--- src/rtl/q2fsm_run_logger.sv ---
// Measures runs of consecutive z=1 cycles and queues each completed length in a DEPTH-entry FIFO.
// A record appears one edge after the last high sample; a full FIFO without a same-cycle pop drops it.
module q2fsm_run_logger #(
   parameter int LEN_W = 8,
   parameter int DEPTH = 4,
   parameter int TOT_W = 16
) (
   input  logic                     clk,
   input  logic                     reset,
   input  logic                     z,
   input  logic                     clr,
   input  logic                     out_ready,
   output logic                     out_valid,
   output logic [LEN_W-1:0]         out_len,
   output logic [$clog2(DEPTH):0]   fifo_level,
   output logic                     run_active,
   output logic [TOT_W-1:0]         total_runs,
   output logic                     overflow
);

   localparam int PW = $clog2(DEPTH);

   logic             z_q;
   logic [LEN_W-1:0] cnt;
   logic [LEN_W-1:0] mem [DEPTH];
   logic [PW-1:0]    rd_ptr;
   logic [PW-1:0]    wr_ptr;
   logic [PW:0]      level;
   logic             run_end;
   logic             full;
   logic             pop;
   logic             push;

   always_comb begin
      run_end = z_q & ~z;
      full    = (level == (PW+1)'(DEPTH));
      pop     = out_valid & out_ready;
      // A full FIFO still takes the record when the head leaves in the same cycle.
      push    = run_end & (~full | pop);
   end

   always_ff @(posedge clk or negedge reset) begin
      if (!reset) begin
         z_q        <= 1'b0;
         cnt        <= '0;
         rd_ptr     <= '0;
         wr_ptr     <= '0;
         level      <= '0;
         total_runs <= '0;
         overflow   <= 1'b0;
      end else if (clr) begin
         z_q        <= 1'b0;
         cnt        <= '0;
         rd_ptr     <= '0;
         wr_ptr     <= '0;
         level      <= '0;
         total_runs <= '0;
         overflow   <= 1'b0;
      end else begin
         z_q <= z;
         if (z) begin
            if (!z_q)
               cnt <= LEN_W'(1);
            else if (cnt != '1)
               cnt <= cnt + LEN_W'(1);
         end else if (z_q) begin
            cnt <= '0;
         end

         if (run_end) begin
            total_runs <= total_runs + TOT_W'(1);
            if (!push)
               overflow <= 1'b1;
         end

         if (push)
            wr_ptr <= wr_ptr + PW'(1);
         if (pop)
            rd_ptr <= rd_ptr + PW'(1);

         case ({push, pop})
            2'b10:   level <= level + (PW+1)'(1);
            2'b01:   level <= level - (PW+1)'(1);
            default: level <= level;
         endcase
      end
   end

   always_ff @(posedge clk) begin
      if (push && !clr)
         mem[wr_ptr] <= cnt;
   end

   assign out_valid  = (level != '0);
   assign out_len    = out_valid ? mem[rd_ptr] : '0;
   assign fifo_level = level;
   assign run_active = z_q;

endmodule

--- config.mk ---
export PLATFORM = sky130hd
export DESIGN_NAME = q2fsm_run_logger
export DESIGN_NICKNAME = d
export VERILOG_FILES = /design/src/rtl/q2fsm_run_logger.sv
export SDC_FILE = /design/constraint.sdc
export NUM_CORES = 1
export LEC_CHECK = 0
export CAP_MARGIN = 20
export CORE_AREA = 2 2 85 87
export CTS_BUF_LIST = sky130_fd_sc_hd__clkbuf_2
export DETAILED_ROUTE_END_ITERATION = 8
export DIE_AREA = 0 0 87 89
export GPL_TIMING_DRIVEN = 1
export PLACE_DENSITY = 0.65
export SLEW_MARGIN = 30
export SYNTH_ARGS = -nofsm -noshare
export SYNTH_HDL_FRONTEND = slang
export SYNTH_SLANG_ARGS = --single-unit
--- constraint.sdc ---
create_clock -name clk -period 2.9 [get_ports clk]
set_clock_uncertainty 0.15 [all_clocks]
set_input_delay 0.87 -clock clk [delete_from_list [all_inputs] [get_ports clk]]
set_output_delay 0.87 -clock clk [all_outputs]
set_load 0.005 [all_outputs]
* Word-level counts from Yosys, hierarchy flattened
Memories as Yosys holds them, arrays and structs flattened.
Index checks and enable logic that the tools add are counted.
** Storage, ports and cells
- Flip-flop bits (word level) :: 33
- Bits in writable memories :: 32
- Input port bits :: 5
- Output and inout bits :: 30
- Word-level logic and storage cells :: 56
- Memories kept :: 1
** Memories
- mem :: words 4, bits a word 8, rd ports 1, clocked after memory_dff 0, wr ports 1, line 25 : logic [LEN_W-1:0] mem [DEPTH];
** Operators by class
- Add/subtract/negate cells :: 6
- Equality and inequality tests :: 6
- Mux-type cells :: 20
- Bitwise gates (word level) :: 6
- Reduce and logical (&&, ||, !) cells :: 10
** Operators with widths (count)
- 8-bit two-way mux :: 6
- 16-bit two-way mux :: 2
- 16-bit by 1-bit adder with 16-bit output (second input constant) :: 1
- 3-bit nonzero test :: 3
- 8-bit by 1-bit adder with 8-bit output (second input constant) :: 1
- 2-bit two-way mux :: 4
- 8-bit != test (second input constant) :: 1
- 1-bit two-way mux :: 6
- 3-bit one-hot mux with 2 select lines :: 1
- 2-bit nonzero test :: 3
- 2-bit by 1-bit adder with 2-bit output (second input constant) :: 2
- 4-bit by 3-bit != test with 1-bit output (second input constant) :: 1
- 2-bit AND reduction :: 2
- 3-bit by 1-bit adder with 3-bit output (second input constant) :: 1
- 1-bit bitwise AND :: 3
- 3-bit equality test (second input constant) :: 1
- 3-bit two-way mux :: 1
- 3-bit by 1-bit subtractor with 3-bit output (second input constant) :: 1
- 2-bit by 1-bit equality test with 1-bit output (second input constant) :: 1
- 2-bit equality test (second input constant) :: 1
- 2-bit != test (second input constant) :: 1
- 1-bit inverter :: 2
- 1-bit logical AND :: 1
- 1-bit zero test :: 1
- 1-bit OR :: 1

* Logic depth before layout (Yosys ltp)
- Word-level depth :: 7
- Mapped depth :: 7

* Worst setup path before layout
No wires, ideal clock.
- Path kind :: input to register
- From :: input z
- To :: register level[2] (netlist: fifo_level[2])
- Data arrival time :: 2.201 ns
- Required time :: 2.672 ns
- Path slack :: 0.471 ns
- Cell stages on the path :: 7
- Cell sequence :: nor2b_1 > clkbuf_1 > nor2_1 > fa_1 > nor4b_1 > o21ai_0 > a21oi_1
** On the way
- Cells in the longest elaborated chain, start to end :: 6
** RTL lines
- start: declaration :: line 10 : input logic z,
- 1-bit inverter (*) :: line 35 : run_end = z_q & ~z;
- 1-bit bitwise AND (*) :: line 35
- 1-bit bitwise AND (*) :: line 39 : push = run_end & (~full | pop);
- 2-bit by 1-bit equality test with 1-bit output / 2-bit equality test (equally long branches) :: line 81 : case ({push, pop})
- 3-bit one-hot mux with 2 select lines :: line 81
- 3-bit two-way mux :: line 51 : end else if (clr) begin
- end signal: assignment :: line 82 : 2'b10: level <= level + (PW+1)'(1);
- end signal: assignment :: line 83 : 2'b01: level <= level - (PW+1)'(1);
- end signal: assignment :: line 84 : default: level <= level;
- end: declaration :: line 28 : logic [PW:0] level;
Mark *: on every way between the ends. The rest lies on a longest branch, timed or not.
A chain may end at the register's enable or synchronous reset.

* Final worst setup path
- From :: register rd_ptr[0]
- To :: output out_len[0]
** On the way
- Cells in the longest elaborated chain, start to end :: 2
** RTL lines
- start: declaration :: line 26 : logic [PW-1:0] rd_ptr;
- start signal: assignment :: line 79 : rd_ptr <= rd_ptr + PW'(1);
- memory 4 x 8 bit
- 8-bit two-way mux :: line 95 : assign out_len = out_valid ? mem[rd_ptr] : '0;
- end: declaration :: line 14 : output logic [LEN_W-1:0] out_len,
No other way between the ends.

==> results.yml <==
run_status:
  status: "complete, but fails checks"
  violations: "setup timing"
power_and_ir_drop:
  leakage_uw: 0.001518
  ir_worst_vdd_mv: 0.2452
  powerDensity_nw_per_um2: 550.0
cells_and_area:
  nFillCells: 556
  n_antenna_cell: 0
  register_area_um2: 1789
  final_cell_mix: "edfxtp_1 (32), dfrtp_1 (31), nor2_1 (26)"
  nNetsFinal: 326
  multi_input_area_um2: 1265
  final_common_cell: "edfxtp_1"
  drive_gt1_share_pct: 21.94
  area_delta_synth_final_pct: 24.95
  instances_no_fill: 399
synth:
  syn_area_um2: 3104
  yosys_warnings: 0
  avgSynthCellArea_um2: 12.08
  synth-seq-cells: 65
  synth_ff_type: "dfrtp_1"
  ys_types: 44
  yosysSeqAreaShare_pct: 57.56
  synthArstFlopShare_pct: 50.77
  synth-edff-count: 32
  synthCells: 257
  synth_nets: 269
grt:
  grt_pass1_wl_um: 10630
  antenna_found_initial: 0
  grt_max_degree: 36
  grt_overflow: 0
  grtUsageTotal_pct: 18.11
  grt_pass1_vias: 2117
route:
  ant_nets: 0
  vias_per_cell: 5.469
  dr.first_iter.drc_count: 80
  avgRoutedWirePerCell_um: 15.68
  dr_total_vias: 2182
  remaining_drc_errors: 0
  wl_um: 6256
  dr.pass1.iters: 4
cts:
  root_buffer: "clkbuf_2"
  numCtsBuffers: 9
  cts_tree: "yes"
  clk_path_buf_depth: 2
  cts-htree-levels: 3
  cts_hold_buf: 0
  clk_latency_ns: 0.49
  cts_sinks: 65
  clk_transition_reported_paths_ns: 0.20
worst_setup_path:
  arrival_ns: 1.91
  critical_path_class: "flop to primary output"
  start_kind: "flop"
  critical_path.max_stage_delay_ns: 0.47
  critPathRequiredTime_ns: 1.88
  cp_max_fo: 3
  rr_endpoint: "fifo_level[2]$_DFFE_PN0P_"
  r2r_cells: 7
  regToRegSetupSlack_ns: 0.63
  critPathLaunch: "rd_ptr[0]$_DFFE_PN0P_"
  end_kind: "primary output"
  critPathSlowestCell: "mux4_2"
  r2r-start: "fifo_level[0]$_DFFE_PN0P_"
  crit_chain: "clkbuf_16 > buf_6 > mux4_2 > and2_1 > buf_2"
die:
  fp.dieArea_um2: 7743
  boundaryPins: 35
  dieWidth_um: 87
  die_h_um: 89
  num_rows: 30
  fp.coreArea_um2: 6719
  initial_core_util_pct: 46.20
sta:
  tightest_slew_ns: 0.4355
  rsz0062_at_grt: "yes"
  period_needed_ns: 2.928
  hold_violations: 0
  setup_violations: 6
  hold_slack_ns: 0.3800
  fmax_ghz: 0.3415
  layout_setup_ws_ns: -0.02798
  drv_slew: 0
  slew_headroom_pct: 70.97
  period_share_pct: 101.0
placed_design:
  hpwl_um: 4203
  pre_cts_slack_ns: 0.03769
  dp.cells: 373
  place_congestion: 0.8206
  port_buffers: 34
hold_path:
  worstHoldPathType: "flop to flop"
  worstHoldPathCells: 2
  min-delay-start: "overflow$_DFFE_PN0P_"
  holdPathEnd: "overflow$_DFFE_PN0P_"
flow_run:
  cap_viol_max_count: 0
-- cells in the mapped netlist (4+ instances only) --
cell	number	share of area (%)
clkbuf_1	6	0.73
xnor2_1	7	2.0
and2_1	13	2.6
ha_1	6	2.4
edfxtp_1	32	31
nor2b_1	5	1.0
a21oi_1	11	1.8
inv_1	6	0.73
a31oi_1	4	0.81
mux4_2	8	5.8
nor3_1	6	0.97
dfrtp_1	33	27
o21ai_0	10	1.6
and3_1	4	0.81
nand3_1	9	1.5
xor2_1	7	2.0
nand2_1	18	2.2
nor2_1	26	3.1
-- cell families after synthesis --
group | share of synthesized area (%)
adders and majority gates | 3.063
xor gates and xnor gates | 3.950
DFF | 57.56
muxes | 7.537
and+or+nand+nor | 18.94
AOI/OAI and AO/OA | 6.772
buffers and inverters | 2.176
-- worst max path at each step --
stage | to | slack (ns)
floorplan | fifo_level[2]$_DFFE_PN0P_ | 0.47
global placement | fifo_level[2]$_DFFE_PN0P_ | 0.07
detailed placement | fifo_level[2]$_DFFE_PN0P_ | 0.04
CTS | out_len[3] | -0.11
global route | out_len[1] | -0.14
finish | out_len[0] | -0.03
-- timing repair --
item                                    CTS  global route
resized for setup                        44             4
gates cloned                              1             0
setup buffers                             9             0
endpoints found under the setup margin    9             9
pin swaps                                 8             1
-- critical path: cells and delay by family, from the launching register on --
| kind | cells | cell delay [ns] |
|---|---|---|
| and+or+nand+nor | 1 | 0.14 |
| buffers and inverters | 3 | 0.36 |
| muxes | 1 | 0.47 |
| DFF | 1 | 0.45 |
-- metal layers --
layer  global-route usage [%]  vias to the layer above  share of wire, %
met3                    4.247                       10               2.9
met4                    6.392                        0               1.4
met1                    25.11                     1080                47
met5                        0                        -                 0
met2                    28.17                       36                48
li1                         -                     1056                 -
-- flip-flops by register name (all words and copies together), names as in the netlist --
register and flops:
mem 32, total_runs 16, cnt 8, fifo_level 3, rd_ptr 2, wr_ptr 2
overflow 1, run_active 1
-- area by class of cell --
cell class / count / share of cell area, %
Clock buffer: 9 / 1.161
Clock inverter: 7 / 2.161
Inverter: 6 / 0.5806
Multi-Input combinational cell: 175 / 32.61
Sequential cell: 65 / 46.13
Tap cell: 80 / 2.581
Timing Repair Buffer: 57 / 14.77
-- power by group --
group | internal (µW) | total [µW] | switching (µW)
sequential | 990 | 1020 | 29.5
combinational | 316 | 524 | 209
clock | 216 | 589 | 373
-- per-stage QoR --
step	power [µW]	util [%]	TNS, ns	cell area (µm²)
after floorplan	1255	-	0	3104
after global placement	1464	54.28	0	3647
after detailed placement	1467	54.28	0	3647
after CTS	2152	57.58	-0.5995	3869
after global routing	2245	57.73	-0.8910	3879
final	2133	57.73	-0.1425	3879
Note: power is estimated with default switching activity, not from simulation.
